--- config.mk ---
export PLATFORM = sky130hd
export DESIGN_NAME = ifctl
export DESIGN_NICKNAME = d
export VERILOG_FILES = /design/src/rtl/ifctl_pkg.sv /design/src/rtl/ifctl_timer.sv /design/src/rtl/ifctl.sv
export SDC_FILE = /design/constraint.sdc
export NUM_CORES = 1
export LEC_CHECK = 0
export CAP_MARGIN = 25
export CORE_ASPECT_RATIO = 1.75
export CORE_MARGIN = 3
export CORE_UTILIZATION = 39
export DETAILED_ROUTE_END_ITERATION = 7
export HOLD_SLACK_MARGIN = 0.15
export PLACE_DENSITY = 0.71
export SETUP_SLACK_MARGIN = 0.05
export SYNTH_ARGS = -nofsm -noshare
export SYNTH_HDL_FRONTEND = slang
export SYNTH_SLANG_ARGS = --single-unit
--- constraint.sdc ---
create_clock -name __clk -period 2.7 [get_ports __clk]
set_clock_uncertainty 0.05 [all_clocks]
set_input_delay 0.405 -clock __clk [delete_from_list [all_inputs] [get_ports __clk]]
set_output_delay 0.405 -clock __clk [all_outputs]
set_load 0.05 [all_outputs]
--- src/rtl/ifctl_pkg.sv ---
// Shared definitions for the CPU-side system-bus interface controller:
// bus-cycle state encoding and the answer priority decode.
package ifctl_pkg;

  typedef enum logic [2:0] {
    ST_IDLE = 3'd0,
    ST_REQ  = 3'd1,
    ST_ADDR = 3'd2,
    ST_STRB = 3'd3,
    ST_REL  = 3'd4,
    ST_DONE = 3'd5
  } state_t;

  typedef enum logic [1:0] {
    ANS_NONE = 2'd0,
    ANS_OK   = 2'd1,
    ANS_EN   = 2'd2,
    ANS_PE   = 2'd3
  } ans_t;

  // Parity error beats engaged, engaged beats OK when several answers coincide.
  function automatic ans_t ans_pick(input logic pe, input logic en, input logic ok);
    ans_t a;
    if (pe) begin
      a = ANS_PE;
    end else if (en) begin
      a = ANS_EN;
    end else if (ok) begin
      a = ANS_OK;
    end else begin
      a = ANS_NONE;
    end
    return a;
  endfunction

endpackage

--- src/rtl/ifctl_timer.sv ---
// Clear/enable saturating counter; tc_o flags the last tick before the timeout.
module if_timer #(
  parameter int TICKS = 64
) (
  input  logic clk_i,
  input  logic rst_i,
  input  logic clr_i,
  input  logic en_i,
  output logic tc_o
);

  localparam int W = $clog2(TICKS) + 1;
  localparam logic [W-1:0] TC_VAL  = W'(TICKS - 1);
  localparam logic [W-1:0] SAT_VAL = {W{1'b1}};

  logic [W-1:0] cnt_q, cnt_d;

  always_comb begin
    cnt_d = cnt_q;
    if (clr_i) begin
      cnt_d = '0;
    end else if (en_i && (cnt_q != SAT_VAL)) begin
      cnt_d = cnt_q + W'(1);
    end else begin
      cnt_d = cnt_q;
    end
  end

  always_ff @(posedge clk_i) begin
    if (rst_i) begin
      cnt_q <= '0;
    end else begin
      cnt_q <= cnt_d;
    end
  end

  assign tc_o = (cnt_q == TC_VAL);

endmodule

--- src/rtl/ifctl.sv ---
// CPU-side system-bus interface controller: runs one request/grant, address,
// strobe, answer, release cycle per accepted transfer, with EN retries and timeout.
module ifctl
  import ifctl_pkg::*;
#(
  parameter int TIMEOUT_TICKS = 64,
  parameter int RETRY_MAX     = 4
) (
  input  logic        __clk,
  input  logic        clm,
  input  logic        req,
  input  logic        wr,
  input  logic        io,
  input  logic [15:0] addr,
  input  logic [15:0] dout,
  output logic [15:0] din,
  output logic        zw,
  output logic        oken,
  output logic        ok$,
  output logic        alarm_na,
  output logic        alarm_pe,
  output logic        alarm_en,
  output logic        breq,
  input  logic        bgnt,
  output logic [15:0] bus_a,
  output logic [15:0] bus_d_o,
  input  logic [15:0] bus_d_i,
  output logic        bus_w,
  output logic        bus_r,
  output logic        bus_io,
  input  logic        ans_ok,
  input  logic        ans_en,
  input  logic        ans_pe
);

  localparam int RW = $clog2(RETRY_MAX) + 1;
  localparam logic [RW-1:0] RMAX = RW'(RETRY_MAX);

  state_t        state_q, state_d;
  logic          wr_q, wr_d, io_q, io_d;
  logic [15:0]   addr_q, addr_d, dat_q, dat_d, din_q, din_d;
  logic [RW-1:0] retry_q, retry_d;
  logic          pend_q, pend_d, tmo_q, tmo_d;
  logic          ok_q, ok_d, oken_q, oken_d;
  logic          na_q, na_d, pe_q, pe_d, en_q, en_d;
  logic          zw_q, breq_q, bus_w_q, bus_r_q, bus_io_q;
  logic [15:0]   bus_a_q, bus_d_q;
  logic          tc_s, drive_s, any_ans_s;
  ans_t          ans_s;

  assign ans_s     = ans_pick(ans_pe, ans_en, ans_ok);
  assign any_ans_s = ans_pe | ans_en | ans_ok;
  assign drive_s   = (state_d == ST_ADDR) || (state_d == ST_STRB) || (state_d == ST_REL);

  if_timer #(.TICKS(TIMEOUT_TICKS)) u_timer (
    .clk_i (__clk),
    .rst_i (clm),
    .clr_i (state_q != ST_STRB),
    .en_i  (state_q == ST_STRB),
    .tc_o  (tc_s)
  );

  always_comb begin
    state_d = state_q;
    wr_d    = wr_q;
    io_d    = io_q;
    addr_d  = addr_q;
    dat_d   = dat_q;
    din_d   = din_q;
    retry_d = retry_q;
    pend_d  = pend_q;
    tmo_d   = 1'b0;
    ok_d    = ok_q;
    oken_d  = oken_q;
    na_d    = 1'b0;
    pe_d    = 1'b0;
    en_d    = 1'b0;
    case (state_q)
      ST_IDLE: begin
        if (req) begin
          state_d = ST_REQ;
          wr_d    = wr;
          io_d    = io;
          addr_d  = addr;
          dat_d   = dout;
          retry_d = '0;
          pend_d  = 1'b0;
          ok_d    = 1'b0;
          oken_d  = 1'b1;
        end else begin
          state_d = ST_IDLE;
        end
      end
      ST_REQ: begin
        if (bgnt) begin
          state_d = ST_ADDR;
        end else begin
          state_d = ST_REQ;
        end
      end
      ST_ADDR: state_d = ST_STRB;
      ST_STRB: begin
        case (ans_s)
          ANS_PE: begin
            state_d = ST_REL;
            pe_d    = 1'b1;
            oken_d  = 1'b0;
            pend_d  = 1'b0;
          end
          ANS_EN: begin
            state_d = ST_REL;
            if (retry_q != RMAX) begin
              retry_d = retry_q + RW'(1);
            end else begin
              retry_d = retry_q;
            end
            // The attempt that brings the count to RETRY_MAX is the last one.
            if (retry_q == (RMAX - RW'(1))) begin
              en_d   = 1'b1;
              oken_d = 1'b0;
              pend_d = 1'b0;
            end else begin
              pend_d = 1'b1;
            end
          end
          ANS_OK: begin
            state_d = ST_REL;
            ok_d    = 1'b1;
            oken_d  = 1'b0;
            pend_d  = 1'b0;
            if (!wr_q) begin
              din_d = bus_d_i;
            end else begin
              din_d = din_q;
            end
          end
          default: begin
            if (tc_s) begin
              state_d = ST_REL;
              na_d    = 1'b1;
              tmo_d   = 1'b1;
              oken_d  = 1'b0;
              pend_d  = 1'b0;
            end else begin
              state_d = ST_STRB;
            end
          end
        endcase
      end
      ST_REL: begin
        if (tmo_q || !any_ans_s) begin
          state_d = pend_q ? ST_ADDR : ST_DONE;
          pend_d  = 1'b0;
        end else begin
          state_d = ST_REL;
        end
      end
      ST_DONE: begin
        state_d = ST_IDLE;
        oken_d  = 1'b0;
      end
      default: begin
        state_d = ST_IDLE;
        oken_d  = 1'b0;
      end
    endcase
  end

  // Outputs are registered from the next state so the bus changes on the transition edge.
  always_ff @(posedge __clk) begin
    if (clm) begin
      state_q  <= ST_IDLE;
      wr_q     <= 1'b0;
      io_q     <= 1'b0;
      addr_q   <= 16'h0000;
      dat_q    <= 16'h0000;
      din_q    <= 16'h0000;
      retry_q  <= '0;
      pend_q   <= 1'b0;
      tmo_q    <= 1'b0;
      ok_q     <= 1'b0;
      oken_q   <= 1'b0;
      na_q     <= 1'b0;
      pe_q     <= 1'b0;
      en_q     <= 1'b0;
      zw_q     <= 1'b0;
      breq_q   <= 1'b0;
      bus_a_q  <= 16'h0000;
      bus_d_q  <= 16'h0000;
      bus_w_q  <= 1'b0;
      bus_r_q  <= 1'b0;
      bus_io_q <= 1'b0;
    end else begin
      state_q  <= state_d;
      wr_q     <= wr_d;
      io_q     <= io_d;
      addr_q   <= addr_d;
      dat_q    <= dat_d;
      din_q    <= din_d;
      retry_q  <= retry_d;
      pend_q   <= pend_d;
      tmo_q    <= tmo_d;
      ok_q     <= ok_d;
      oken_q   <= oken_d;
      na_q     <= na_d;
      pe_q     <= pe_d;
      en_q     <= en_d;
      zw_q     <= (state_d != ST_IDLE) && (state_d != ST_DONE);
      breq_q   <= drive_s || (state_d == ST_REQ);
      bus_a_q  <= drive_s ? addr_d : 16'h0000;
      bus_d_q  <= (drive_s && wr_d) ? dat_d : 16'h0000;
      bus_w_q  <= (state_d == ST_STRB) && wr_d;
      bus_r_q  <= (state_d == ST_STRB) && !wr_d;
      bus_io_q <= drive_s && io_d;
    end
  end

  assign din      = din_q;
  assign zw       = zw_q;
  assign oken     = oken_q;
  assign ok$      = ok_q;
  assign alarm_na = na_q;
  assign alarm_pe = pe_q;
  assign alarm_en = en_q;
  assign breq     = breq_q;
  assign bus_a    = bus_a_q;
  assign bus_d_o  = bus_d_q;
  assign bus_w    = bus_w_q;
  assign bus_r    = bus_r_q;
  assign bus_io   = bus_io_q;

endmodule

Yosys cells after proc, flatten, opt, wreduce, memory -nomap -nowiden:

Cells that the tools add are included.

* register bits after elaboration: 106
* output and inout port bits: 58

* add/sub/neg operators: 2
* eq/ne operators: 24
* muxes and demuxes: 37
* bitwise gates (word level): 8
* reduce and logical (&&, ||, !) cells: 30

Operators with widths (number)
* 2-to-1 mux 16 bit: 4
* 2-to-1 mux 3 bit: 7
* 2-to-1 mux 1 bit: 16
* == test 3 x 2 -> 1 bit, second input constant: 5
* one-hot mux 3 bit (5 select lines): 1
* AND reduction 4 bit: 3
* != test 2 bit, second input constant: 5
* OR reduction 2 bit: 5
* != test 3 bit, second input constant: 3
* OR reduction 3 bit: 3
* adder 7 x 1 -> 7 bit, second input constant: 1
* == test 7 x 6 -> 1 bit, second input constant: 1
* != test 7 bit, second input constant: 1
* == test 3 x 1 -> 1 bit, second input constant: 2
* == test 3 bit, second input constant: 2
* logical AND 1 bit: 6
* 2-to-1 mux 2 bit: 3
* inverter 1 bit: 6
* one-hot mux 1 bit (2 select lines): 3
* one-hot mux 1 bit (3 select lines): 2
* one-hot mux 3 bit (2 select lines): 1
* AND reduction 3 bit: 2
* nonzero test 3 bit: 2
* OR reduction 5 bit: 1
* 10 further kinds: 16

Longest topological paths before layout:

Gate-level depths: netlist of the first run.

* depth after elaboration: 13
* gate-level depth with buffers: 8
* depth with buffers taken out: 6

Hierarchy:

A second synthesis of the first run with hierarchy kept.

* cell total of the unflattened synthesis: 414
* area total of the unflattened synthesis: 4088.9 µm²

By module, submodules not included
* ifctl: instances 1, cells an instance 374, area each 3731.1 µm², sequential area each 1981.9 µm²
* if_timer: instances 1, cells an instance 40, area each 357.8 µm², sequential area each 140.1 µm²

Worst setup path after synthesis of the first run:

OpenSTA, ideal clock, no wires.

* path type: register to register
* start point: register u_timer.cnt_q[0]
* end point: register bus_d_q[10] (netlist: bus_d_o[10])
* data arrival time: 1.739 ns
* required time: 2.530 ns
* path slack: 0.791 ns
* stages on the path, launching flop included: 8
* path buffers: 1
* path through: dfxtp_1 > ha_1 > nand3_1 > o31ai_1 > a21oi_1 > a211oi_4 > buf_6 > nor3_1

* word-level cells in the longest chain between the ends: 10
* elaborated cells between the ends (all ways): 12
* classes of those cells: eq/ne (4); mux (3); bitwise (1); reduce/logical (4)

RTL lines
* start, declared: line ifctl_timer.sv:16 `logic [W-1:0] cnt_q, cnt_d;`
* start signal, assigned: line ifctl_timer.sv:33 `cnt_q <= cnt_d;`
* == test 7 x 6 -> 1 bit (*): line ifctl_timer.sv:37 `assign tc_o = (cnt_q == TC_VAL);`
* 2-to-1 mux 3 bit (*): line ifctl.sv:138 `if (tc_s) begin`
* 2-to-1 mux 3 bit (*): line ifctl.sv:103 `case (ans_s)`
* one-hot mux 3 bit (5 select lines) (*): line ifctl.sv:78 `case (state_q)`
* == test 3 x 2 -> 1 bit: line ifctl.sv:53 `assign drive_s = (state_d == ST_ADDR) || (state_d == ST_STRB) || (state_d == ST_REL);`
* logical OR 1 bit: line ifctl.sv:53
* logical OR 1 bit (*): line ifctl.sv:53
* logical AND 1 bit (*): line ifctl.sv:211 `bus_d_q <= (drive_s && wr_d) ? dat_d : 16'h0000;`
* inverter 1 bit (no source line) (*)
* OR reduction 2 bit (no source line) (*)
* end signal, assigned: line ifctl.sv:211
* end, declared: line ifctl.sv:47 `logic [15:0] bus_a_q, bus_d_q;`

Every way passes the cells marked *; elsewhere a longest branch is shown, timed or not.
A chain may end at the register's enable or synchronous reset.

Worst setup path after layout of the first run:

* start point: register state_q[1]
* end point: register din_q[6] (netlist: din[6])

* word-level cells in the longest chain between the ends: 2

RTL lines
* start, declared: line ifctl.sv:39 `state_t state_q, state_d;`
* start signal, assigned: line ifctl.sv:194 `state_q <= state_d;`
* == test 3 x 2 -> 1 bit: line ifctl.sv:78
* AND reduction 3 bit (no source line)
* end signal, assigned: line ifctl.sv:199 `din_q <= din_d;`
* end, declared: line ifctl.sv:41 `logic [15:0] addr_q, addr_d, dat_q, dat_d, din_q, din_d;`

Every way passes these cells.

==> flow_summary.rst, run 1 <==
.. list-table::
   :header-rows: 1

   * - Metric
     - Value
   * - Required arrival time at the worst endpoint
     - 2.86 ns
   * - Effective utilization at floorplan
     - 40.72%
   * - Std cell rows
     - 46
   * - Final min period
     - 2.158 ns
   * - Worst EP arrival
     - 2.32 ns
   * - Relative area change from synthesis to final layout
     - 41.08%
   * - Worst Reg2Reg Path Length in Cells
     - 6
   * - Max incr delay on CP
     - 0.60 ns
   * - Number of iterations in the first detailed-routing pass
     - 4
   * - Maximum clock frequency
     - 463.4 MHz
   * - Worst Setup Slack, final
     - 0.5419 ns
   * - Flop and latch count out of synthesis
     - 106
   * - Routed len/inst
     - 14.06 um
   * - RSZ-0062 raised after global routing
     - false
   * - Primary FF master, synth
     - sky130_fd_sc_hd__dfxtp_1
   * - Quantity of I/O buffers inserted on ports
     - 114
   * - Max-slew violation count
     - 0
   * - Least-Margin Pin Slew
     - 0.6831 ns
   * - Crit Path Category
     - reg -> reg
   * - Clock tree from TritonCTS
     - done
   * - Number of fill cells in the layout
     - 812
   * - Worst hold stages
     - 2
   * - Start of the worst register-to-register path
     - state_q[1]
   * - Die Footprint
     - 10940 um^2
   * - Routability congestion estimate
     - 0.8777
   * - Layout Cells excl Fill
     - 614
   * - Overall power of the completed layout
     - 3.431 mW
   * - Global-route wire length before repair
     - 14380 um
   * - I/O pin total
     - 115
   * - Maximum fanout encountered on the critical timing path
     - 16
   * - IR Drop Worst-Case VDD
     - 0.0004014 V
   * - Remaining antenna violation count after routing
     - 0
   * - Half-perimeter wire length of the detailed placement result
     - 6312 um
   * - Post-route DRC
     - 0
   * - Power per standard cell area
     - 644.4 nW/um^2
   * - Average vias per placed instance
     - 4.862
   * - Hold Violations, Final
     - 0
   * - Nets
     - 550
   * - Layout Cell Area excl Fill
     - 5324 um^2
   * - Post-synthesis average cell area
     - 9.957 um^2
   * - Cell chosen for the clock root
     - sky130_fd_sc_hd__clkbuf_16
   * - Resized cells post-CTS
     - 0
   * - Capture point of the worst reg-to-reg path
     - din[6]
   * - Path class of the lowest-slack min-delay path
     - reg -> reg
   * - Gate Count Post-Synth
     - 379
   * - Library cells used by synthesis
     - 40
   * - Post-CTS setup buffer count
     - 0
   * - Core area
     - 9266 um^2
   * - Flop2flop setup slack
     - 0.54 ns
   * - Via Count
     - 2985
   * - Number of CTS-inserted buffers
     - 9
   * - Max-slew headroom at the worst pin
     - 54.32%
   * - Die span in x
     - 80.36 um
   * - Worst Setup End Kind
     - flip-flop
   * - Syn. warnings
     - 0
   * - Synthesized cell area
     - 3774 um^2
   * - Sequential share of the synthesized area
     - 56.23%
   * - CTS H-tree depth
     - 3
   * - Skew-Pair Late Insertion Delay
     - 0.34 ns
   * - Instance count after placement with tap cells included
     - 598
   * - Crit start category
     - flip-flop
   * - Hold Crit Start
     - addr_q[3]
   * - Max-Cap Viols
     - 0
   * - Routed Wire Length
     - 8632 um
   * - Number of global-route vias before repair
     - 3049
   * - Clock slew at the register clock pins of the worst setup and hold paths
     - 0.07 ns
   * - Number of hold buffers added after cts
     - 0
   * - Fraction of final layout cells with drive strength greater than 1
     - 6.275%
   * - Critical-path cell list
     - and3b_1, nand3_1, nor2_2, buf_4, mux2i_1, nor2_1
   * - Pre-CTS worst setup slack
     - 0.2066 ns
   * - Endpoints failing setup
     - 0
   * - Pin count of the biggest net entering global routing
     - 42
   * - Number of antenna violations at the first check in global routing
     - 0
   * - Endpoint of the worst hold path
     - addr_q[3]
   * - Grt total ovfl
     - 0
   * - Overall die height
     - 136.1 um
   * - Fin crit share
     - 79.93%
   * - Clock tree buffer depth
     - 2
   * - EDFF count, synth
     - 0
   * - Instance area after placement
     - 5001 um^2
   * - Post-Synthesis Net Count
     - 440
   * - Final TNS setup
     - 0 ns
   * - Asr flop ratio synth
     - 0%
   * - Outcome
     - finished clean
   * - Count of inserted antenna diode cells
     - 0
   * - Leakage power total
     - 1.951 nW
   * - # clock sinks
     - 106
   * - Violation count after the first detailed-routing iteration
     - 124
   * - Critical path's slowest cell
     - sky130_fd_sc_hd__dfxtp_1
   * - GRT Overall Usage
     - 16.94%
## synthesized netlist by cell type (3+ instances only)
library cell,number,share of area [%]
sky130_fd_sc_hd__nand2_1,39,3.9
sky130_fd_sc_hd__nor2_1,52,5.2
sky130_fd_sc_hd__buf_2,5,0.66
sky130_fd_sc_hd__dfxtp_1,106,56
sky130_fd_sc_hd__a31oi_1,5,0.83
sky130_fd_sc_hd__o21ai_0,8,1.1
sky130_fd_sc_hd__mux2i_1,35,9.3
sky130_fd_sc_hd__ha_1,4,1.3
sky130_fd_sc_hd__nor2b_1,20,3.3
sky130_fd_sc_hd__nor3_1,19,2.5
sky130_fd_sc_hd__a21oi_1,24,3.2
sky130_fd_sc_hd__clkbuf_1,8,0.80
sky130_fd_sc_hd__buf_6,7,2.1
sky130_fd_sc_hd__nand3_1,6,0.80
sky130_fd_sc_hd__inv_1,5,0.50
sky130_fd_sc_hd__nand2b_1,3,0.50
## sequential cells by signal (all words and copies together), names as in the netlist, 3 cells and up
name	flops
retry_q	3
dat_q	16
bus_a	16
din	16
bus_d_o	16
u_timer.cnt_q	7
state_q	3
addr_q	16
## through the flow
| stage | hold slack, ns | utilization, % |
|---|---|---|
| 2_1_floorplan | 0.3839 | - |
| 3_3_place_gp | 0.3889 | 53.97 |
| 3_5_place_dp | 0.3996 | 53.97 |
| 4_1_cts | 0.4096 | 57.45 |
| 5_1_grt | 0.4352 | 57.45 |
| 6_report | 0.4095 | 57.45 |
## worst max path at each step
stage	slack, ns	endpoint	from	cells past startpoint
floorplan	0.79	bus_d_o[10]	u_timer.cnt_q[0]	7
global placement	0.31	bus_d_o[14]	ans_pe	7
detailed placement	0.21	bus_d_o[14]	ans_en	7
CTS	0.54	din[6]	state_q[1]	6
global route	0.43	bus_d_o[2]	u_timer.cnt_q[0]	7
finish	0.54	din[6]	state_q[1]	6
## layout by cell type, fill, tap and decap left out, types with 3 or more instances in the layout
cell type	Yosys	routed
sky130_fd_sc_hd__nor2_1	52	52
sky130_fd_sc_hd__inv_6	0	3
sky130_fd_sc_hd__mux2i_1	35	35
sky130_fd_sc_hd__a31oi_1	5	5
sky130_fd_sc_hd__a21oi_1	24	24
sky130_fd_sc_hd__ha_1	4	4
sky130_fd_sc_hd__inv_1	5	5
sky130_fd_sc_hd__buf_12	0	3
sky130_fd_sc_hd__nand3_1	6	6
sky130_fd_sc_hd__nand2_1	39	39
sky130_fd_sc_hd__dfxtp_1	106	106
sky130_fd_sc_hd__nor2b_1	20	20
sky130_fd_sc_hd__clkdlybuf4s50_1	0	113
sky130_fd_sc_hd__nor3_1	19	19
sky130_fd_sc_hd__o21ai_0	8	8
sky130_fd_sc_hd__buf_4	2	4
sky130_fd_sc_hd__clkbuf_16	0	9
sky130_fd_sc_hd__nand2b_1	3	3
## layer usage
layer / part of all wire, % / GRT usage [%] / vias up / routed length, um
met5: 0 / 0 / - / 0
met3: 5.2 / 4.178 / 16 / 447
met2: 53 / 29.57 / 87 / 4572
met1: 39 / 18.54 / 1400 / 3351
li1: - / - / 1482 / -
met4: 3.0 / 8.929 / 0 / 261
## critical path: cells and delay by family, from the launching register on
| kind | cells | cell delay [ns] |
|---|---|---|
| DFF | 1 | 0.60 |
| buffers and inverters | 1 | 0.29 |
| muxes | 1 | 0.22 |
| and+or+nand+nor | 4 | 0.87 |
## cell type report
| class | count | area [um^2] | share of cell area [%] |
|---|---|---|---|
| repair buffers | 121 | 1226 | 23.03 |
| inverters | 5 | 18.77 | 0.3525 |
| well taps | 120 | 150.1 | 2.820 |
| clock buffers | 9 | 225.2 | 4.230 |
| flip-flops and latches | 106 | 2122 | 39.86 |
| multi-input cells | 246 | 1484 | 27.87 |
| clock inverters | 7 | 97.59 | 1.833 |
## where the power goes
part	internal [mW]	total [mW]	switching (mW)
logic	0.191	0.427	0.235
registers	1.62	1.65	0.0261
clock network	0.746	1.36	0.610
total	2.56	3.43	0.872
## logic make-up after synthesis
| kind of cell | count (synthesis) | synth area share (%) |
|---|---|---|
| adder cells (fa/ha/maj) | 4 | 1.326 |
| buffers and inverters | 27 | 4.443 |
| AO/OA/AOI/OAI | 46 | 7.394 |
| flip-flops | 106 | 56.23 |
| multiplexers | 36 | 9.582 |
| XOR/XNOR | 3 | 0.6964 |
| AND/OR/NAND/NOR | 157 | 20.33 |
No activity file was read; power rests on OpenSTA's default activity.
==> run 2: changes to the inputs <==
--- a/config.mk
+++ b/config.mk
@@ -11,7 +11,7 @@
 export CORE_UTILIZATION = 39
 export DETAILED_ROUTE_END_ITERATION = 7
 export HOLD_SLACK_MARGIN = 0.15
-export PLACE_DENSITY = 0.71
+export PLACE_DENSITY = 0.74
 export SETUP_SLACK_MARGIN = 0.05
 export SYNTH_ARGS = -nofsm -noshare
 export SYNTH_HDL_FRONTEND = slang
==> constraint.sdc (replaced) <==
create_clock -name __clk -period 1.9 [get_ports __clk]
set_clock_uncertainty 0.05 [all_clocks]
set_input_delay 0.285 -clock __clk [delete_from_list [all_inputs] [get_ports __clk]]
set_output_delay 0.285 -clock __clk [all_outputs]
set_load 0.05 [all_outputs]
==> flow_summary.rst, run 2 (synthesis gave the netlist of run 1 again) <==
.. list-table::
   :header-rows: 1

   * - Metric
     - Value
   * - # clock sinks
     - 106 (unchanged)
   * - Buffers and inverters on the worst path
     - 1 (unchanged)
   * - Global-route wire length before repair
     - 14320 um (was 14380 um)
   * - Skew-Pair Late Insertion Delay
     - 0.35 ns (was 0.34 ns)
   * - Average vias per placed instance
     - 4.787 (was 4.862)
   * - Die span in x
     - 80.36 um (unchanged)
   * - Number of iterations in the first detailed-routing pass
     - 4 (unchanged)
   * - Critical-path cell list
     - clkdlybuf4s50_1 (was and3b_1, nand3_1, nor2_2, buf_4, mux2i_1, nor2_1)
   * - Outcome
     - finished clean (unchanged)
   * - Clock tree buffer depth
     - 2 (unchanged)
   * - Violation count after the first detailed-routing iteration
     - 159 (was 124)
   * - Fraction of final layout cells with drive strength greater than 1
     - 14.18% (was 6.275%)
   * - Start of the worst register-to-register path
     - state_q[0] (was state_q[1])
   * - Number of global-route vias before repair
     - 3124 (was 3049)
   * - Remaining antenna violation count after routing
     - 0 (unchanged)
   * - Max-Cap Viols
     - 0 (unchanged)
   * - Capture point of the worst reg-to-reg path
     - bus_d_o[0] (was din[6])
   * - Worst Setup Slack, final
     - 0.06341 ns (was 0.5419 ns)
   * - Overall die height
     - 136.1 um (unchanged)
   * - Post-route DRC
     - 0 (unchanged)
   * - Count of inserted antenna diode cells
     - 0 (unchanged)
   * - Least-Margin Pin Slew
     - 0.5370 ns (was 0.6831 ns)
   * - Maximum clock frequency
     - 544.5 MHz
   * - Power per standard cell area
     - 900.7 nW/um^2 (was 644.4 nW/um^2)
   * - Effective utilization at floorplan
     - 40.72% (unchanged)
   * - Endpoint of the worst hold path
     - addr_q[5] (was addr_q[3])
   * - Crit Path Category
     - reg -> out (was reg -> reg)
   * - Cell family with most CP delay
     - buffers and inverters (was simple AND/OR/NAND/NOR gates)
   * - Worst Reg2Reg Path Length in Cells
     - 7 (was 6)
   * - Hold Worst Slack
     - 0.1811 ns (was 0.4095 ns)
   * - RSZ-0062 raised after global routing
     - true (was false)
   * - Std cell rows
     - 46 (unchanged)
   * - Half-perimeter wire length of the detailed placement result
     - 6275 um (was 6312 um)
   * - Hold Violations, Final
     - 0 (unchanged)
   * - Number of hold buffers added after cts
     - 0 (unchanged)
   * - Number of CTS-inserted buffers
     - 9 (unchanged)
   * - Critical path's slowest cell
     - sky130_fd_sc_hd__clkdlybuf4s50_1 (was sky130_fd_sc_hd__dfxtp_1)
   * - Number of antenna violations at the first check in global routing
     - 0 (unchanged)
   * - Most common library cell in the layout ignoring fill and taps
     - sky130_fd_sc_hd__dfxtp_1 (was sky130_fd_sc_hd__clkdlybuf4s50_1)
   * - Max incr delay on CP
     - 0.81 ns (was 0.60 ns)
   * - Pin count of the biggest net entering global routing
     - 38 (was 42)
   * - Maximum fanout encountered on the critical timing path
     - 1 (was 16)
   * - Leakage power total
     - 2.600 nW (was 1.951 nW)
   * - Worst Setup End Kind
     - primary output (was flip-flop)
   * - Routed Wire Length
     - 9168 um (was 8632 um)
   * - GRT Overall Usage
     - 16.99% (was 16.94%)
   * - Relative area change from synthesis to final layout
     - 53.22% (was 41.08%)
   * - Worst hold stages
     - 2 (unchanged)
   * - Via Count
     - 3073 (was 2985)
   * - Instance area after placement
     - 5180 um^2 (was 5001 um^2)
   * - CTS H-tree depth
     - 3 (unchanged)
   * - Quantity of I/O buffers inserted on ports
     - 114 (unchanged)
   * - Max-slew violation count
     - 0 (unchanged)
   * - Endpoints failing setup
     - 0 (unchanged)
   * - Routability congestion estimate
     - 0.8603 (was 0.8777)
   * - Hold Crit Start
     - clm (was addr_q[3])
   * - Path class of the lowest-slack min-delay path
     - in -> reg (was reg -> reg)
   * - Fin crit share
     - 96.66%
   * - Overall power of the completed layout
     - 5.208 mW (was 3.431 mW)
   * - Clock slew at the register clock pins of the worst setup and hold paths
     - 0.07 ns (about the same)
   * - Pre-CTS worst setup slack
     - -0.4063 ns (was 0.2066 ns)
   * - Worst EP arrival
     - 1.50 ns (was 2.32 ns)
   * - Required arrival time at the worst endpoint
     - 1.56 ns (was 2.86 ns)
   * - Max-slew headroom at the worst pin
     - 64.09% (was 54.32%)
   * - Cell chosen for the clock root
     - sky130_fd_sc_hd__clkbuf_16 (unchanged)
   * - IR Drop Worst-Case VDD
     - 0.0006575 V (was 0.0004014 V)
   * - I/O pin total
     - 115 (unchanged)
   * - Flop2flop setup slack
     - 0.10 ns (was 0.54 ns)
   * - Layout Cell Area excl Fill
     - 5782 um^2 (was 5324 um^2)
   * - Final min period
     - 1.837 ns
   * - Grt total ovfl
     - 0 (unchanged)
   * - Clock tree from TritonCTS
     - done (unchanged)
   * - Die Footprint
     - 10940 um^2 (unchanged)
   * - Routed len/inst
     - 14.28 um (was 14.06 um)
   * - Nets
     - 578 (was 550)
   * - Top library cells by usage in the layout, fill and taps aside
     - sky130_fd_sc_hd__dfxtp_1, sky130_fd_sc_hd__clkdlybuf4s50_1, sky130_fd_sc_hd__nor2_1 (was sky130_fd_sc_hd__clkdlybuf4s50_1, sky130_fd_sc_hd__dfxtp_1, sky130_fd_sc_hd__nor2_1)
   * - Crit start category
     - flip-flop (unchanged)
   * - Core area
     - 9266 um^2 (unchanged)
[run 2: cell types whose count changed in the layout (fill, tap and decap cells not counted), moves of 4 or more]
| cell | previous run | this run |
|---|---|---|
| sky130_fd_sc_hd__buf_4 | 4 | 24 |
| sky130_fd_sc_hd__buf_6 | 0 | 4 |
| sky130_fd_sc_hd__clkdlybuf4s50_1 | 113 | 84 |
| sky130_fd_sc_hd__dfxtp_1 | 106 | 100 |
| sky130_fd_sc_hd__dfxtp_2 | 0 | 4 |
| sky130_fd_sc_hd__dlygate4sd2_1 | 0 | 5 |
| sky130_fd_sc_hd__dlymetal6s2s_1 | 0 | 23 |
[run 2: worst max path at each step]
stage / startpoint / end / slack (ns) / cells after the start
3_5_place_dp: ans_en / bus_a[12] / -0.41 / 7
3_3_place_gp: ans_en / bus_d_o[0] / -0.34 / 7
4_1_cts: u_timer.cnt_q[1] / bus_d_o[10] / 0.05 / 9
5_1_grt: ans_ok / bus_d_o[13] / 0.03 / 8
2_1_floorplan: u_timer.cnt_q[0] / bus_d_o[10] / 0.11 / 7
6_report: bus_d_o[2] / bus_d_o[2] / 0.06 / 1
[run 2: routing by layer]
metal / wire length (um) / global-route usage (%) / share of wire, % / vias up
met5: 0 / 0 / 0 / -
met4: 251 / 9.211 / 2.7 / 0
met3: 522 / 4.310 / 5.7 / 15
met2: 4964 / 29.61 / 54 / 95
met1: 3430 / 18.44 / 37 / 1423
li1: - / - / - / 1540
[run 2: what timing repair did]
action,4_1_cts,5_1_grt
setup buffers,2,3
resized for setup,15,39
cloned,1,2
pin swaps,5,2
hold endpoints to repair,0,0
endpoints found under the setup margin,56,66
[run 2: cell type report]
class,instances,area [um^2]
multi-input combinational,246,1550
sequential,106,2135
inverter,5,18.77
clock buffer,10,229.0
tap,120,150.1
timing repair buffer,149,1580
clock inverter,6,118.9
fill,755,3485
[run 2: report_power, final]
group          internal, mW  total (mW)  leakage [nW]  switching, mW
sequential             2.31        2.34         0.864         0.0365
combinational         0.364       0.735          1.57          0.370
clock                  1.31        2.13         0.170          0.825
total                  3.98        5.21          2.60           1.23
[run 2: through the flow]
stage / TNS (ns) / instances / util (%)
6_report: 0 / 642 / 62.40
5_1_grt: 0 / 642 / 62.40
4_1_cts: 0 / 637 / 60.34
3_5_place_dp: -17.89 / 618 / 55.90
3_3_place_gp: -14.64 / 618 / 55.90
2_1_floorplan: 0 / 379 / -
